### src/rtl/pmod_adc_mirror.sv
// pmod_adc_mirror
//   SAR ADC controller for the PmodADC mirror setup. Each conversion tracks
//   the input (ADC_SH_o high), then runs a 14-bit successive-approximation
//   search: every trial word {trial, 2'b00} is shifted MSB first into the
//   ADC-chain DAC, latched, and judged by the external comparator after a
//   settling delay. The finished result is published on result_o and,
//   when the DAC_MIRROR_EN macro is defined, also shifted out on the DAC_*
//   mirror chain. Conversions repeat back to back.
//
//   Configuration macro: DAC_MIRROR_EN (undefined: DAC_* tied low and the
//   mirror frame is skipped).
//
// Ports
//   pin_clk_i      in   system clock, rising edge
//   reset_ni       in   synchronous reset, active low
//   ADC_SH_o       out  sample/hold: 1 = track, 0 = hold
//   ADC_Ser_o      out  ADC-chain serial data, MSB first
//   ADC_SClk_o     out  ADC-chain shift clock
//   ADC_LClk_o     out  ADC-chain latch strobe
//   ADC_Comp_i     in   comparator (async): 1 = trial voltage <= input
//   DAC_Ser_o      out  mirror-chain serial data
//   DAC_SClk_o     out  mirror-chain shift clock
//   DAC_LClk_o     out  mirror-chain latch strobe
//   result_o       out  last completed conversion (14 bits)
//   result_valid_o out  one-clock pulse when result_o updates
module pmod_adc_mirror #(
  parameter int CLK_DIV       = 1,
  parameter int SAMPLE_CYCLES = 16,
  parameter int SETTLE_CYCLES = 8
) (
  input  logic        pin_clk_i,
  input  logic        reset_ni,
  output logic        ADC_SH_o,
  output logic        ADC_Ser_o,
  output logic        ADC_SClk_o,
  output logic        ADC_LClk_o,
  input  logic        ADC_Comp_i,
  output logic        DAC_Ser_o,
  output logic        DAC_SClk_o,
  output logic        DAC_LClk_o,
  output logic [13:0] result_o,
  output logic        result_valid_o
);

  localparam int CNT_MAX_A = (SAMPLE_CYCLES > SETTLE_CYCLES) ? SAMPLE_CYCLES : SETTLE_CYCLES;
  localparam int CNT_MAX   = (CNT_MAX_A > CLK_DIV) ? CNT_MAX_A : CLK_DIV;
  localparam int CNT_W     = $clog2(CNT_MAX + 1);

  localparam logic [CNT_W-1:0] DIV_LAST    = CNT_W'(CLK_DIV - 1);
  localparam logic [CNT_W-1:0] SAMPLE_LAST = CNT_W'(SAMPLE_CYCLES);
  localparam logic [CNT_W-1:0] SETTLE_LAST = CNT_W'(SETTLE_CYCLES - 1);

  typedef enum logic [2:0] {
    S_SAMPLE,
    S_TRIAL_SHIFT,
    S_TRIAL_LATCH,
    S_SETTLE,
    S_DECIDE,
    S_MIRROR_SHIFT,
    S_MIRROR_LATCH
  } state_t;

  state_t             state_reg, state_next;
  logic [CNT_W-1:0]   cnt_reg, cnt_next;
  logic               phase_reg, phase_next;      // 0 = SClk low half, 1 = high half
  logic [3:0]         bit_cnt_reg, bit_cnt_next;  // bits already clocked in this frame
  logic [3:0]         bit_idx_reg, bit_idx_next;  // result bit under trial
  logic [13:0]        trial_reg, trial_next;      // decided bits plus current trial bit
  logic [15:0]        shift_reg, shift_next;      // frame word, current bit at [15]
  logic               sh_reg, sh_next;
  logic [13:0]        result_reg, result_next;
  logic               valid_reg, valid_next;
  logic [1:0]         comp_sync_reg;

  // Chain-independent frame levels; routed to whichever chain owns the next state.
  logic               frame_ser_next, frame_sclk_next, frame_lclk_next;
  logic               cur_ser, cur_sclk, cur_lclk;
  logic               to_adc;
  logic               adc_ser_reg, adc_sclk_reg, adc_lclk_reg;

`ifdef DAC_MIRROR_EN
  logic               to_dac;
  logic               dac_ser_reg, dac_sclk_reg, dac_lclk_reg;
  assign to_dac   = (state_next == S_MIRROR_SHIFT) || (state_next == S_MIRROR_LATCH);
  assign cur_ser  = adc_ser_reg  | dac_ser_reg;
  assign cur_sclk = adc_sclk_reg | dac_sclk_reg;
  assign cur_lclk = adc_lclk_reg | dac_lclk_reg;
  assign DAC_Ser_o  = dac_ser_reg;
  assign DAC_SClk_o = dac_sclk_reg;
  assign DAC_LClk_o = dac_lclk_reg;
`else
  assign cur_ser  = adc_ser_reg;
  assign cur_sclk = adc_sclk_reg;
  assign cur_lclk = adc_lclk_reg;
  assign DAC_Ser_o  = 1'b0;
  assign DAC_SClk_o = 1'b0;
  assign DAC_LClk_o = 1'b0;
`endif

  assign to_adc = (state_next == S_TRIAL_SHIFT) || (state_next == S_TRIAL_LATCH);

  assign ADC_SH_o       = sh_reg;
  assign ADC_Ser_o      = adc_ser_reg;
  assign ADC_SClk_o     = adc_sclk_reg;
  assign ADC_LClk_o     = adc_lclk_reg;
  assign result_o       = result_reg;
  assign result_valid_o = valid_reg;

  always_comb begin
    state_next      = state_reg;
    cnt_next        = cnt_reg;
    phase_next      = phase_reg;
    bit_cnt_next    = bit_cnt_reg;
    bit_idx_next    = bit_idx_reg;
    trial_next      = trial_reg;
    shift_next      = shift_reg;
    sh_next         = sh_reg;
    result_next     = result_reg;
    valid_next      = 1'b0;
    frame_ser_next  = cur_ser;
    frame_sclk_next = cur_sclk;
    frame_lclk_next = cur_lclk;

    case (state_reg)
      S_SAMPLE: begin
        if (cnt_reg == SAMPLE_LAST) begin
          sh_next         = 1'b0;
          bit_idx_next    = 4'd13;
          trial_next      = 14'h2000;
          shift_next      = {14'h2000, 2'b00};
          state_next      = S_TRIAL_SHIFT;
          cnt_next        = '0;
          phase_next      = 1'b0;
          bit_cnt_next    = 4'd0;
          frame_ser_next  = shift_next[15];
          frame_sclk_next = 1'b0;
          frame_lclk_next = 1'b0;
        end else begin
          sh_next  = 1'b1;
          cnt_next = cnt_reg + CNT_W'(1);
        end
      end

      S_TRIAL_SHIFT, S_MIRROR_SHIFT: begin
        if (cnt_reg != DIV_LAST) begin
          cnt_next = cnt_reg + CNT_W'(1);
        end else begin
          cnt_next = '0;
          if (!phase_reg) begin
            frame_sclk_next = 1'b1;
            phase_next      = 1'b1;
          end else begin
            // Ser moves on the same edge SClk falls, giving a full low half of setup.
            frame_sclk_next = 1'b0;
            phase_next      = 1'b0;
            if (bit_cnt_reg == 4'd15) begin
              frame_ser_next  = 1'b0;
              frame_lclk_next = 1'b1;
              state_next      = (state_reg == S_TRIAL_SHIFT) ? S_TRIAL_LATCH : S_MIRROR_LATCH;
            end else begin
              shift_next     = {shift_reg[14:0], shift_reg[15]};
              frame_ser_next = shift_reg[14];
              bit_cnt_next   = bit_cnt_reg + 4'd1;
            end
          end
        end
      end

      S_TRIAL_LATCH, S_MIRROR_LATCH: begin
        if (cnt_reg != DIV_LAST) begin
          cnt_next = cnt_reg + CNT_W'(1);
        end else begin
          frame_lclk_next = 1'b0;
          if (state_reg == S_TRIAL_LATCH) begin
            cnt_next   = '0;
            state_next = S_SETTLE;
          end else begin
            // Entering SAMPLE with SH already high, so count from 1.
            cnt_next   = CNT_W'(1);
            sh_next    = 1'b1;
            state_next = S_SAMPLE;
          end
        end
      end

      S_SETTLE: begin
        if (cnt_reg == SETTLE_LAST) begin
          cnt_next = '0;
          if (!comp_sync_reg[1]) begin
            trial_next[bit_idx_reg] = 1'b0;
          end
          state_next = S_DECIDE;
        end else begin
          cnt_next = cnt_reg + CNT_W'(1);
        end
      end

      S_DECIDE: begin
        if (bit_idx_reg == 4'd0) begin
          result_next = trial_reg;
          valid_next  = 1'b1;
`ifdef DAC_MIRROR_EN
          shift_next      = {trial_reg, 2'b00};
          state_next      = S_MIRROR_SHIFT;
          cnt_next        = '0;
          phase_next      = 1'b0;
          bit_cnt_next    = 4'd0;
          frame_ser_next  = shift_next[15];
          frame_sclk_next = 1'b0;
          frame_lclk_next = 1'b0;
`else
          cnt_next   = CNT_W'(1);
          sh_next    = 1'b1;
          state_next = S_SAMPLE;
`endif
        end else begin
          bit_idx_next             = bit_idx_reg - 4'd1;
          trial_next[bit_idx_next] = 1'b1;
          shift_next               = {trial_next, 2'b00};
          state_next               = S_TRIAL_SHIFT;
          cnt_next                 = '0;
          phase_next               = 1'b0;
          bit_cnt_next             = 4'd0;
          frame_ser_next           = shift_next[15];
          frame_sclk_next          = 1'b0;
          frame_lclk_next          = 1'b0;
        end
      end

      default: state_next = S_SAMPLE;
    endcase
  end

  always_ff @(posedge pin_clk_i) begin
    if (!reset_ni) begin
      state_reg     <= S_SAMPLE;
      cnt_reg       <= '0;
      phase_reg     <= 1'b0;
      bit_cnt_reg   <= 4'd0;
      bit_idx_reg   <= 4'd0;
      trial_reg     <= 14'd0;
      shift_reg     <= 16'd0;
      sh_reg        <= 1'b0;
      result_reg    <= 14'd0;
      valid_reg     <= 1'b0;
      comp_sync_reg <= 2'b00;
      adc_ser_reg   <= 1'b0;
      adc_sclk_reg  <= 1'b0;
      adc_lclk_reg  <= 1'b0;
`ifdef DAC_MIRROR_EN
      dac_ser_reg   <= 1'b0;
      dac_sclk_reg  <= 1'b0;
      dac_lclk_reg  <= 1'b0;
`endif
    end else begin
      state_reg     <= state_next;
      cnt_reg       <= cnt_next;
      phase_reg     <= phase_next;
      bit_cnt_reg   <= bit_cnt_next;
      bit_idx_reg   <= bit_idx_next;
      trial_reg     <= trial_next;
      shift_reg     <= shift_next;
      sh_reg        <= sh_next;
      result_reg    <= result_next;
      valid_reg     <= valid_next;
      comp_sync_reg <= {comp_sync_reg[0], ADC_Comp_i};
      adc_ser_reg   <= frame_ser_next  & to_adc;
      adc_sclk_reg  <= frame_sclk_next & to_adc;
      adc_lclk_reg  <= frame_lclk_next & to_adc;
`ifdef DAC_MIRROR_EN
      dac_ser_reg   <= frame_ser_next  & to_dac;
      dac_sclk_reg  <= frame_sclk_next & to_dac;
      dac_lclk_reg  <= frame_lclk_next & to_dac;
`endif
    end
  end

endmodule

### config.mk
export PLATFORM = sky130hd
export DESIGN_NAME = pmod_adc_mirror
export DESIGN_NICKNAME = d
export VERILOG_FILES = /design/src/rtl/pmod_adc_mirror.sv
export SDC_FILE = /design/constraint.sdc
export NUM_CORES = 1
export LEC_CHECK = 0
export BUFFER_PORTS_ARGS = -buffer_cell sky130_fd_sc_hd__clkbuf_2
export CAP_MARGIN = 20
export CORE_MARGIN = 4
export CORE_UTILIZATION = 45
export CTS_CLUSTER_SIZE = 8
export DETAILED_ROUTE_END_ITERATION = 10
export PLACE_DENSITY_LB_ADDON = 0.25
export REMOVE_ABC_BUFFERS = 1
export SLEW_MARGIN = 20
export SYNTH_ARGS = -nofsm -noshare
export SYNTH_HDL_FRONTEND = slang
export SYNTH_SLANG_ARGS = --single-unit
export TNS_END_PERCENT = 50
### constraint.sdc
create_clock -name pin_clk_i -period 6.3 [get_ports pin_clk_i]
set_input_delay 1.26 -clock pin_clk_i [delete_from_list [all_inputs] [get_ports pin_clk_i]]
set_output_delay 1.26 -clock pin_clk_i [all_outputs]
set_load 0.1 [all_outputs]
* Word level (Yosys, flattened, before mapping) *
Cells that the tools add are included.

storage, ports and cells
  bits in registers = 68
  bits in latches = 0
  RAM bits = 0
  ROM bits = 0
  input port bits = 3
  logic and storage cells = 137
  memories kept = 0

cells by class
  add/sub/neg operators = 3
  multipliers = 0
  div/mod/pow operators = 0
  magnitude comparators = 4
  eq/ne operators = 21
  shifts and indexed selects = 0
  muxes and demuxes = 69
  bitwise gates (word level) = 6
  reduce and logical (&&, ||, !) cells = 20

operators with widths
  operator              number
  $mux W16              5
  $mux W14              4
  $pmux W16 S3          1
  $pmux W14 S3          1
  $mux W1               28
  $mux W4               7
  $pmux W5 S5           1
  $mux W3               7
  $mux W5               4
  $ne A2 B2 Y1 const B  10
  $pmux W3 S5           1
  $and A14 B14 Y14      1
  $not A14 Y14          1
  $or A14 B14 Y14       1
  $pmux W1 S3           4
  $pmux W4 S3           1
  $lt A4 B5 Y1 const B  2
  $reduce_bool A5 Y1    2
  $eq A3 B2 Y1 const B  3
  $eq A3 B3 Y1 const B  3
  $reduce_bool A3 Y1    3
  $demux W1 S4          2
  $ge A4 B1 Y1 const B  2
  $pmux W4 S2           1
  other kinds (21)      28

* Depth between registers and ports, before layout *
  depth after elaboration = 9
  depth in mapped cells = 8
  gate-level depth less buffers = 7

* Worst setup path after synthesis *
OpenSTA, ideal clock, no wires.

  path kind = register to output
  start = register adc_lclk_reg, in the netlist ADC_LClk_o
  end = output port ADC_LClk_o
  arrival = 0.941 ns
  slack = 4.099 ns
  cell stages (with the launch flop) = 1
  buffers on the path = 0
  cell sequence = dfxtp_1

RTL lines
  item                    line  RTL
  start, declared         79    logic adc_ser_reg, adc_sclk_reg, adc_lclk_reg;
  start signal, assigned  269   adc_lclk_reg <= frame_lclk_next & to_adc;
  end, declared           36    output logic ADC_LClk_o,

No word-level cell between the ends.

* Worst setup path after layout *
  start = register bit_idx_reg[0]
  end = register shift_reg[12]

on the way
  longest elaborated chain between the ends = 8
  elaborated cells on any way between the ends = 12

ends and longest elaborated chain
  item                                                                line  RTL
  start, declared                                                     67    logic [3:0] bit_idx_reg, bit_idx_next;
  start signal, assigned                                              260   bit_idx_reg <= bit_idx_next;
  $sub A4 B1 Y4                                                       217   bit_idx_next = bit_idx_reg - 4'd1;
  $lt A4 B5 Y1 (not written as such) or $ge A4 B1 Y1 (tied branches)  218   trial_next[bit_idx_next] = 1'b1;
  $logic_and A1 B1 Y1 (not written as such)                           218
  $mux W1 (not written as such)                                       218
  $demux W1 S4                                                        218
  $or A14 B14 Y14 (no line)                                           --
  $mux W16                                                            199   if (bit_idx_reg == 4'd0) begin
  $pmux W16 S3                                                        124   case (state_reg)
  end signal, assigned                                                262   shift_reg <= shift_next;
  end, declared                                                       69    logic [15:0] shift_reg, shift_next;

Several ways; a longest one is shown, not always the timed one. The select of a mux whose other input is x is not followed.
A chain may end at the register's enable or synchronous reset.

==> impl_results.md <==
- Gpl congestion: 0.9667
- Row cnt: 31
- Tmin final: 2891 ps
- Antenna Diode Count: 0
- Adder-Cell Fraction of Synth Area: 3.578%
- Status: finished clean
- Final ANT Viol Nets: 0
- Slew headroom: 33.95%
- Worst min path class: register to register
- Worst Path Max Fanout: 22
- Setup TNS Final: 0 ps
- Tot GR Track Use: 20.58%
- DP HPWL: 5.991 mm
- Flip-flop count of the largest register after layout: 16
- Worst hold margin: 435.6 ps
- Post-Place Cells: 522
- First-pass GRT wire length: 14.75 mm
- Worst slew pin tran: 982.3 ps
- Max-cap violations: 0
- Crit path buf inv count: 1
- Synth unique cells: 64
- Synth Flop Type: dfxtp_1
- Initial antenna violation count: 0
- I/O Buffers: 21
- Die area: 9246 um2
- Reg2reg start: bit_idx_reg[0]
- Post-synthesis register bit count: 68
- LEAKAGE: 1.385 nW
- Synthesized area: 3497 um2
- PnR Total Power: 0.0009204 W
- Critical path class: register to register
- Core Box Area: 7408 um2
- Vias in the first global route: 2987
- RSZ-0062 raised after global routing: false
- Synth Area in Compound Gates: 27.26%
- Seq/Total Area, Yosys: 38.93%
- Die Ht: 96.16 um
- Peak Freq: 345.9 MHz
- Final Max Tran Viols: 0
- PostCTS Resize Cnt: 0
- Skew final: 8.695 ps
- Buffer levels on the longest clock path: 2
- Avg Cell Area, Syn: 8.114 um2
- Ranking of synthesized cells by area: dfxtp_1 (39%), a21oi_1 (9.3%), nand2_1 (5.4%), nor2_1 (3.8%), o21ai_0 (3.7%)
- Final setup fails: 0
- Multi-input logic area: 1913 um2
- Hold_sp: comp_sync_reg[0]
- Syn. warnings: 0
- EDFF count, synth: 0
- Sinks on Clock Net: 68
- DR WL/cell: 16.12 um
- Fin crit share: 45.89%
- Top delay family on crit path: simple AND/OR/NAND/NOR gates
- Worst path arrival time: 3100 ps
- CTS tree: done
- Main combinational cell family by area after synthesis: compound AO/OA/AOI/OAI gates
- Ys async rst share: 0%
- DRT Pass-1 Iters: 5
- Worst skew pair latency: 360 ps
- Kind of start point of the critical path: register
- Post-CTS setup buffer count: 0
- Initial Utilization: 47.20%
- Share of the synthesized area in the top cell type: 38.93%
- Final hold vios: 0
- Nature of the critical path endpoint: register
- PD cells: 239.6 nW/um2
- Clock root buffer: clkbuf_8
- Vias after detailed routing: 3124
- R2R depth: 7
- Slowest cell delay on critical path: 530 ps
- Sink of the worst hold path: comp_sync_reg[1]
- Die width: 96.16 um
- Largest net degree at the start of global routing: 35
- Fraction of layout cells with a size suffix above 1: 13.18%
- Layout Nets: 448
- Vias/cell: 5.796
- Crit path max-delay cell type: nand3_1
- VDD IR max: 0.1057 mV
- TritonCTS Buffers: 9
- Grt total ovfl: 0
- Residual DRC: 0
- Worst flop-to-flop path endpoint: shift_reg[12]
- Post-synthesis simple-gate area fraction: 22.00%
- Seq. cell area: 1361 um2
- Yosys top cell by area: dfxtp_1
- Synth Area in XOR/XNOR: 1.252%
- Worst reg2reg setup slack: 3410 ps
- Hold path depth: 1
- FILL cells: 733
- Post-synthesis mux area share: 0.2862%
- Number of cells produced by synthesis: 431
- Htree depth: 3
- Initial DRC count: 310
- # hold bufs at CTS: 0
- Drt total wl: 8.686 mm
- Worst EP required: 6500 ps
- I/O pins: 25
- Synth-to-Final Area Change: 9.839%
- Fin cells: 539
- Worst path cell trace: inv_1 > ha_1 > or3b_1 > nand2_2 > nand3_1 > o21ai_0 > a21oi_1
- Clock Pin Slew Worst Setup and Hold Paths: 70 ps
layer usage:
layer,part of all wire [%],global-route usage (%),vias up
li1,-,-,1558
met1,46,26.21,1479
met2,48,33.41,69
met3,4.2,5.160,18
met4,2.3,7.701,0
met5,0,0,-
power breakdown:
group | leakage [nW] | internal (W) | switching (W)
clock network | 0.122 | 0.000273 | 0.000170
logic | 0.713 | 0.0000119 | 0.0000292
registers | 0.549 | 0.000432 | 0.00000317
total | 1.38 | 0.000718 | 0.000203
cells in the mapped netlist, types with 3 or more instances:
library cell	n
a22oi_1	4
nand4_1	4
nor2b_1	5
inv_1	12
a31oi_1	9
a221oi_1	6
o31ai_1	5
o21ai_1	4
nand2b_1	3
o21a_1	4
buf_2	12
buf_6	4
nand2_1	50
dfxtp_1	68
nor2_1	35
nor3_1	11
a2bb2oi_1	4
xnor2_1	3
o211ai_1	4
o221a_2	3
a21oi_1	65
a211oi_1	5
o21ai_0	26
nand3_1	13
buf_4	3
clkbuf_1	11
ha_1	10
area by class of cell:
class	instances	area share [%]
Clock buffer	10	3.583
Clock inverter	6	2.899
Inverter	13	1.270
Multi-Input combinational cell	319	49.80
Sequential cell	68	35.44
Tap cell	99	3.225
Timing Repair Buffer	24	3.779
placed cells by master, fill, tap and decap left out, types with 6 or more instances in the layout:
cell type,synthesis,routed
nor3_1,11,11
inv_1,12,12
clkbuf_2,1,21
dfxtp_1,68,68
o21ai_0,26,26
nand2_1,50,50
a31oi_1,9,9
nor2_1,35,35
a21oi_1,65,65
nand3_1,13,13
clkbuf_8,0,10
ha_1,10,10
a221oi_1,6,6
how the worst max path moves through the flow:
stage	depth (start not counted)	endpoint	slack (ps)	startpoint
floorplan	5	bit_cnt_reg[1]	3890	state_reg[0]
detailed placement	3	bit_idx_reg[2]	2870	reset_ni
global placement	3	bit_idx_reg[2]	2920	reset_ni
finish	7	shift_reg[12]	3410	bit_idx_reg[0]
CTS	3	bit_idx_reg[2]	3230	reset_ni
global route	7	shift_reg[11]	3160	bit_idx_reg[0]
stage by stage:
step                      area (um2)  utilization [%]  setup slack, ps
after detailed placement        3567            48.15             2869
after CTS                       3816            51.51             3229
final                           3841            51.85             3409
after global routing            3841            51.85             3158
after global placement          3567            48.15             2923
after floorplan                 3323                -             3891
logic make-up (layout without fill, tap and decap cells):
family,count (synthesis),count (layout)
AO/OA/AOI/OAI,153,153
XOR/XNOR,5,5
adder cells (fa/ha/maj),10,10
buffers and inverters,46,53
flip-flops,68,68
multiplexers,1,1
other,1,3
AND/OR/NAND/NOR,147,147
(Power assumes the default switching activity.)
